<file path="src/rtl/if_fetch_unit.sv">
// Instruction-fetch stage. Owns the PC and fetches one instruction word at a time from imem
// over a req/ack handshake. Each word is presented downstream as {inst_out, pc_out} with
// inst_valid and is held until inst_ready. A branch redirect reloads the PC and squashes
// any held or in-flight instruction.
//
// Ports:
//   i_clk, i_rst_if       clock (rising edge), asynchronous active-high reset
//   o_imem_req/o_imem_addr  fetch request; the address is stable while the request is high
//   i_imem_ack/i_imem_rdata 1-cycle ack carrying the word for the outstanding request
//   i_branch_taken/target   1-cycle redirect from execute
//   i_inst_ready            downstream accepts the presented instruction this cycle
//   o_inst_valid/o_inst_out/o_pc_out  presented instruction and its address
//   o_addr_misalign         1-cycle pulse when a redirect target has nonzero low bits
module if_fetch_unit #(
    parameter int unsigned             BUS_WIDTH = 32,
    parameter logic [BUS_WIDTH-1:0]    RESET_PC  = '0,
    parameter int unsigned             PC_STEP   = 4
) (
    input  logic                 i_clk,
    input  logic                 i_rst_if,
    output logic                 o_imem_req,
    output logic [BUS_WIDTH-1:0] o_imem_addr,
    input  logic                 i_imem_ack,
    input  logic [BUS_WIDTH-1:0] i_imem_rdata,
    input  logic                 i_branch_taken,
    input  logic [BUS_WIDTH-1:0] i_branch_target,
    input  logic                 i_inst_ready,
    output logic                 o_inst_valid,
    output logic [BUS_WIDTH-1:0] o_inst_out,
    output logic [BUS_WIDTH-1:0] o_pc_out,
    output logic                 o_addr_misalign
);

    typedef enum logic [1:0] {StIdle, StFetch, StHold} state_e;

    state_e               r_state,     w_state_d;
    logic [BUS_WIDTH-1:0] r_pc,        w_pc_d;
    logic [BUS_WIDTH-1:0] r_req_addr,  w_req_addr_d;
    logic                 r_drop,      w_drop_d;
    logic                 r_inst_valid, w_inst_valid_d;
    logic [BUS_WIDTH-1:0] r_inst_out,  w_inst_out_d;
    logic [BUS_WIDTH-1:0] r_pc_out,    w_pc_out_d;
    logic                 r_misalign,  w_misalign_d;

    logic [BUS_WIDTH-1:0] w_target_aligned;
    logic                 w_target_misaligned;

    assign w_target_aligned    = {i_branch_target[BUS_WIDTH-1:2], 2'b00};
    assign w_target_misaligned = |i_branch_target[1:0];

    always_comb begin
        w_state_d      = r_state;
        w_pc_d         = r_pc;
        w_req_addr_d   = r_req_addr;
        w_drop_d       = r_drop;
        w_inst_valid_d = r_inst_valid;
        w_inst_out_d   = r_inst_out;
        w_pc_out_d     = r_pc_out;
        w_misalign_d   = 1'b0;

        unique case (r_state)
            StIdle: begin
                w_state_d = StFetch;
                if (i_branch_taken) begin
                    w_pc_d       = w_target_aligned;
                    w_req_addr_d = w_target_aligned;
                end else begin
                    w_req_addr_d = r_pc;
                end
            end
            StFetch: begin
                if (i_branch_taken) begin
                    w_pc_d       = w_target_aligned;
                    w_misalign_d = w_target_misaligned;
                end
                if (i_imem_ack) begin
                    if (r_drop || i_branch_taken) begin
                        // Word belongs to the pre-redirect stream: discard and refetch.
                        w_drop_d     = 1'b0;
                        w_req_addr_d = i_branch_taken ? w_target_aligned : r_pc;
                    end else begin
                        w_inst_out_d   = i_imem_rdata;
                        w_pc_out_d     = r_req_addr;
                        w_inst_valid_d = 1'b1;
                        w_pc_d         = r_pc + BUS_WIDTH'(PC_STEP);
                        w_state_d      = StHold;
                    end
                end else if (i_branch_taken) begin
                    // The outstanding transaction must still complete; mark it stale.
                    w_drop_d = 1'b1;
                end
            end
            StHold: begin
                if (i_branch_taken) begin
                    w_pc_d         = w_target_aligned;
                    w_misalign_d   = w_target_misaligned;
                    w_inst_valid_d = 1'b0;
                    w_req_addr_d   = w_target_aligned;
                    w_state_d      = StFetch;
                end else if (i_inst_ready) begin
                    w_inst_valid_d = 1'b0;
                    w_req_addr_d   = r_pc;
                    w_state_d      = StFetch;
                end
            end
            default: w_state_d = StIdle;
        endcase
    end

    always_ff @(posedge i_clk or posedge i_rst_if) begin
        if (i_rst_if) begin
            r_state      <= StIdle;
            r_pc         <= RESET_PC;
            r_req_addr   <= RESET_PC;
            r_drop       <= 1'b0;
            r_inst_valid <= 1'b0;
            r_inst_out   <= '0;
            r_pc_out     <= '0;
            r_misalign   <= 1'b0;
        end else begin
            r_state      <= w_state_d;
            r_pc         <= w_pc_d;
            r_req_addr   <= w_req_addr_d;
            r_drop       <= w_drop_d;
            r_inst_valid <= w_inst_valid_d;
            r_inst_out   <= w_inst_out_d;
            r_pc_out     <= w_pc_out_d;
            r_misalign   <= w_misalign_d;
        end
    end

    assign o_imem_req      = (r_state == StFetch);
    assign o_imem_addr     = r_req_addr;
    assign o_inst_valid    = r_inst_valid;
    assign o_inst_out      = r_inst_out;
    assign o_pc_out        = r_pc_out;
    assign o_addr_misalign = r_misalign;

endmodule

</file>
<file path="config.mk">
export PLATFORM = sky130hd
export DESIGN_NAME = if_fetch_unit
export DESIGN_NICKNAME = d
export VERILOG_FILES = /design/src/rtl/if_fetch_unit.sv
export SDC_FILE = /design/constraint.sdc
export NUM_CORES = 1
export LEC_CHECK = 0
export ABC_AREA = 1
export CAP_MARGIN = 20
export CORE_MARGIN = 3
export CORE_UTILIZATION = 45
export DETAILED_ROUTE_END_ITERATION = 6
export GPL_TIMING_DRIVEN = 0
export PLACE_DENSITY = 0.71
export SLEW_MARGIN = 10
export SYNTH_ARGS = -nofsm -noshare
export SYNTH_HDL_FRONTEND = slang
export SYNTH_SLANG_ARGS = --single-unit
export TNS_END_PERCENT = 1
</file>
<file path="constraint.sdc">
create_clock -name i_clk -period 8.2 [get_ports i_clk]
set_clock_uncertainty 0.05 [all_clocks]
set_input_delay 1.23 -clock i_clk [delete_from_list [all_inputs] [get_ports i_clk]]
set_output_delay 1.23 -clock i_clk [all_outputs]
set_load 0.1 [all_outputs]
</file>
Word-level counts from Yosys, hierarchy flattened
Index checks and enable logic that the tools add are counted.
W data, S select, Z words.
Storage, ports and cells
  bits of input ports: 69
  memories: 0
  bits in writable memories: 0
  bits in read-only memories: 0
  bits in latches: 0
  bits in registers: 133
Cells by class
  multipliers: 0
  mux-type cells: 24
  reductions and logical operators: 14
  magnitude comparators: 0
  equality and inequality tests: 7
  shifts and indexed selects: 0
  add/subtract/negate cells: 1
  divide/modulo/power cells: 0
  bitwise gates (word level): 1
Operator list (count)
  $mux W32: 7
  $pmux W32 S3: 1
  $pmux W32 S2: 1
  $add A32 B3 Y32 const B: 1
  $mux W1: 9
  $reduce_and A3 Y1: 3
  $mux W2: 4
  $reduce_and A4 Y1: 2
  $ne A2 B1 Y1 const B: 3
  $pmux W2 S3: 1
  $reduce_bool A2 Y1: 3
  $reduce_or A2 Y1: 3
  $ne A3 B3 Y1 const B: 1
  $reduce_bool A3 Y1: 1
  $eq A2 B1 Y1 const B: 1
  $eq A2 B2 Y1 const B: 1
  $logic_not A2 Y1: 1
  $ne A2 B2 Y1 const B: 1
  $pmux W1 S2: 1
  $logic_or A1 B1 Y1: 1
  $not A1 Y1: 1

Longest topological paths before layout
  depth in word-level cells: 4
  depth in mapped cells: 12
  mapped depth without buffers: 12

Least setup slack after synthesis
No wires, ideal clock.
  path kind: reg2out
  from: register r_state[1]
  to: output port o_imem_req
  path buffers: 0
  slack: 5612 ps
  arrival: 1308 ps
  cell stages (with the launch flop): 3
  data required time: 6920 ps
  cells stage by stage: dfrtp_1 inv_1 ha_1
On the way
  longest elaborated chain between the ends: 1
Ends and longest elaborated chain
  start, declared: RTL line 36  | state_e r_state, w_state_d;
  start signal, assigned: RTL line 112  | r_state <= StIdle;
  start signal, assigned: RTL line 121  | r_state <= w_state_d;
  $eq A2 B1 Y1: RTL line 132  | assign o_imem_req = (r_state == StFetch);
  end, declared: RTL line 21  | output logic o_imem_req,
Every way passes these cells.

Worst setup path after layout
Ends and elaborated chain as after synthesis.

==> metrics <==
Ys Warns=0; CP startpoint=r_state[1]$_DFFE_PP0P_; Routed Antenna Nets=0; Reg2Reg Depth=9; Total GRT Usage=23.87%; Syn Nets=935; RSZ-0062 raised after global routing=no; mux share of post-synthesis cell area=0.4506%; core box area=0.01420 mm2; Reg clk slew, reported paths=60 ps; initial antenna violation count=0; Die Y=127.7 um; layout cells sized above 1=8.876%; WL final=18970 um; status=finished, final reports clean; Synth cell types=44; number of CTS-inserted buffers=17; DR pass1 iterations=5; CTS Buffer Depth=2; r2r setup slk=6290 ps; Storage cell area=0.003328 mm2; Starting DRT DRC Count=476; insertion delay to the later sink of the worst-skew pair=430 ps; Post-Synth XOR/XNOR Area=0.2629%; number of flops mapped to enable cells by yosys=0; RR Startpoint=r_state[0]$_DFFE_PP0P_; Synth area leaders=dfrtp_1 50%, nand2_1 22%, o21ai_0 5.1%; CTS tree=built; Setup Fix Bufs, Post-CTS=0; HPWL after detailed placement=13920 um; RR Endpoint=r_pc[24]$_DFFE_PP0N_; Fillers=1274; FFs w/ async S/R, synth=100.0%; die footprint=0.01630 mm2; first-pass GRT wire length=30660 um; Max-slew headroom=30.76%; Final GP Congestion=0.9613; Yosys top cell area share=49.94%; vias in the first global route=5958; Via density=5.062; Final Hold Viols=0; DRC Markers=0; CTS hold repair buffers=0; Synth Cell Area=0.006664 mm2; crit path capture type=output pin; largest area contributor in the netlist=dfrtp_1; Tmin final=3641 ps; largest family of logic cells by synthesized area=simple AND/OR/NAND/NOR gates; hold_sp=o_pc_out[20]$_DFFE_PP0P_; CTS sink cnt=133; Setup crit start kind=register; IO buf count=166; Ant. Diodes=0; CP required=6920 ps; critical path class=register to output pin; Synth Area in Adders=0.9388%; grt ovf=0; Final TNS setup=0 ps; cells after synthesis=861; Crit Path Max Fanout=5; Primary FF master, synth=dfrtp_1; Worst Path Arrival=2360 ps; vias=6272; fin crit share=44.40%; CTS H-tree depth=4; IO Count=168; num rows=43; fmax=0.2747 GHz; Layout area overhead=37.83%; fin nets=1121; Critical Path Sink=o_imem_req; slew at the pin closest to its max-slew limit=1035 ps; Post-Synth Simple-Gate Area=29.31%; Slew Viols, Final=0; largest net degree at the start of global routing=73; Compound-Gate Fraction of Synth Area=11.64%; Root Buffer=clkbuf_16; Max-cap violations=0; Worst Hold Class=register to register; Setup violations, final=0; wire length per cell=15.31 um; Mean Syn Cell Area=7.740 um2; FF+latch count, synth=133; area of the multi-input gates=0.002839 mm2; PostCTS Resize Cnt=0; Seq/Total Area, Yosys=49.94%; Initial Util=46.92%; die width=127.7 um
cell usage after synthesis (4+ instances only):
cell type and count:
buf_2 15, ha_1 5, clkbuf_1 5, inv_2 5, dfrtp_1 133, nand3_1 22, a21oi_1 33, o21ai_1 15
nand2_2 5, nand2_1 384, buf_4 6, o21a_1 5, o21ai_2 6, nor2_4 4, inv_1 55, nor2_2 6
o21ai_0 68, nor2_1 43, buf_6 8
metal layers:
layer / vias up / routed length [um] / GRT usage (%)
met5: - / 0 / 0
met3: 25 / 1472 / 6.125
li1: 3097 / - / -
met4: 0 / 376 / 8.801
met1: 2907 / 8517 / 32.89
met2: 243 / 8603 / 36.57
worst max-delay path, cell delays in order (launching register included):
cell and delay (ps):
dfrtp_1 400, inv_1 100, ha_1 250, clkdlybuf4s50_1 1180
state kept, by name, indices dropped and copies added, names as in the netlist:
register and cells:
r_drop 1, r_pc 32, o_imem_addr 32, r_state 2
o_inst_valid 1, o_pc_out 32, o_addr_misalign 1, o_inst_out 32
worst min-delay path by stage:
stage	slack, ps	cells after the start	to
2_1_floorplan	430	2	o_imem_addr[0]$_DFFE_PP0P_
3_3_place_gp	400	2	o_inst_out[22]$_DFFE_PP0P_
3_5_place_dp	410	2	o_inst_out[27]$_DFFE_PP0P_
4_1_cts	420	2	o_inst_out[31]$_DFFE_PP0P_
5_1_grt	440	2	o_inst_out[29]$_DFFE_PP0P_
6_report	420	2	o_pc_out[20]$_DFFE_PP0P_
stage by stage:
step           utilization [%]  std cells  cell area, um2  setup slack, ps  hold slack (ps)
2_1_floorplan                -        861            6664             3366            431.0
3_3_place_gp             60.20       1207            8551             1410            402.4
3_5_place_dp             60.43       1208            8583             5010            407.5
4_1_cts                  64.67       1239            9185             4547            421.5
5_1_grt                  64.67       1239            9185             4473            438.4
6_report                 64.67       1239            9185             4559            416.5
placed cells by master (no fill, tap or decap), types with 8 or more instances in the layout:
cell type        Yosys  routed
nand2_1            384     384
clkdlybuf4s50_1      0     166
dfrtp_1            133     133
o21ai_0             68      68
inv_1               55      54
nor2_1              43      43
a21oi_1             33      33
nand3_1             22      22
clkbuf_16            0      17
buf_2               15      15
o21ai_1             15      15
buf_6                8       8
clkbuf_1             5       8
final cells by class:
type                    count  area share [%]
clock buffers              23           5.204
inverters                  62           2.643
flip-flops and latches    133           36.23
repair buffers            167           18.39
clock inverters             8           1.349
plain buffers              37           2.820
multi-input cells         629           30.91
well taps                 180           2.452
cell families (layout without fill, tap and decap cells):
kind of cell	count (synthesis)	after routing
compound gates	141	141
xor+xnor	2	2
fa+ha+maj	5	5
buf+inv	99	297
flops	133	133
mux	3	3
simple gates	478	478
Power is not shown: default switching activity piles up to over one toggle a cycle in this logic, so the estimate is an artifact.
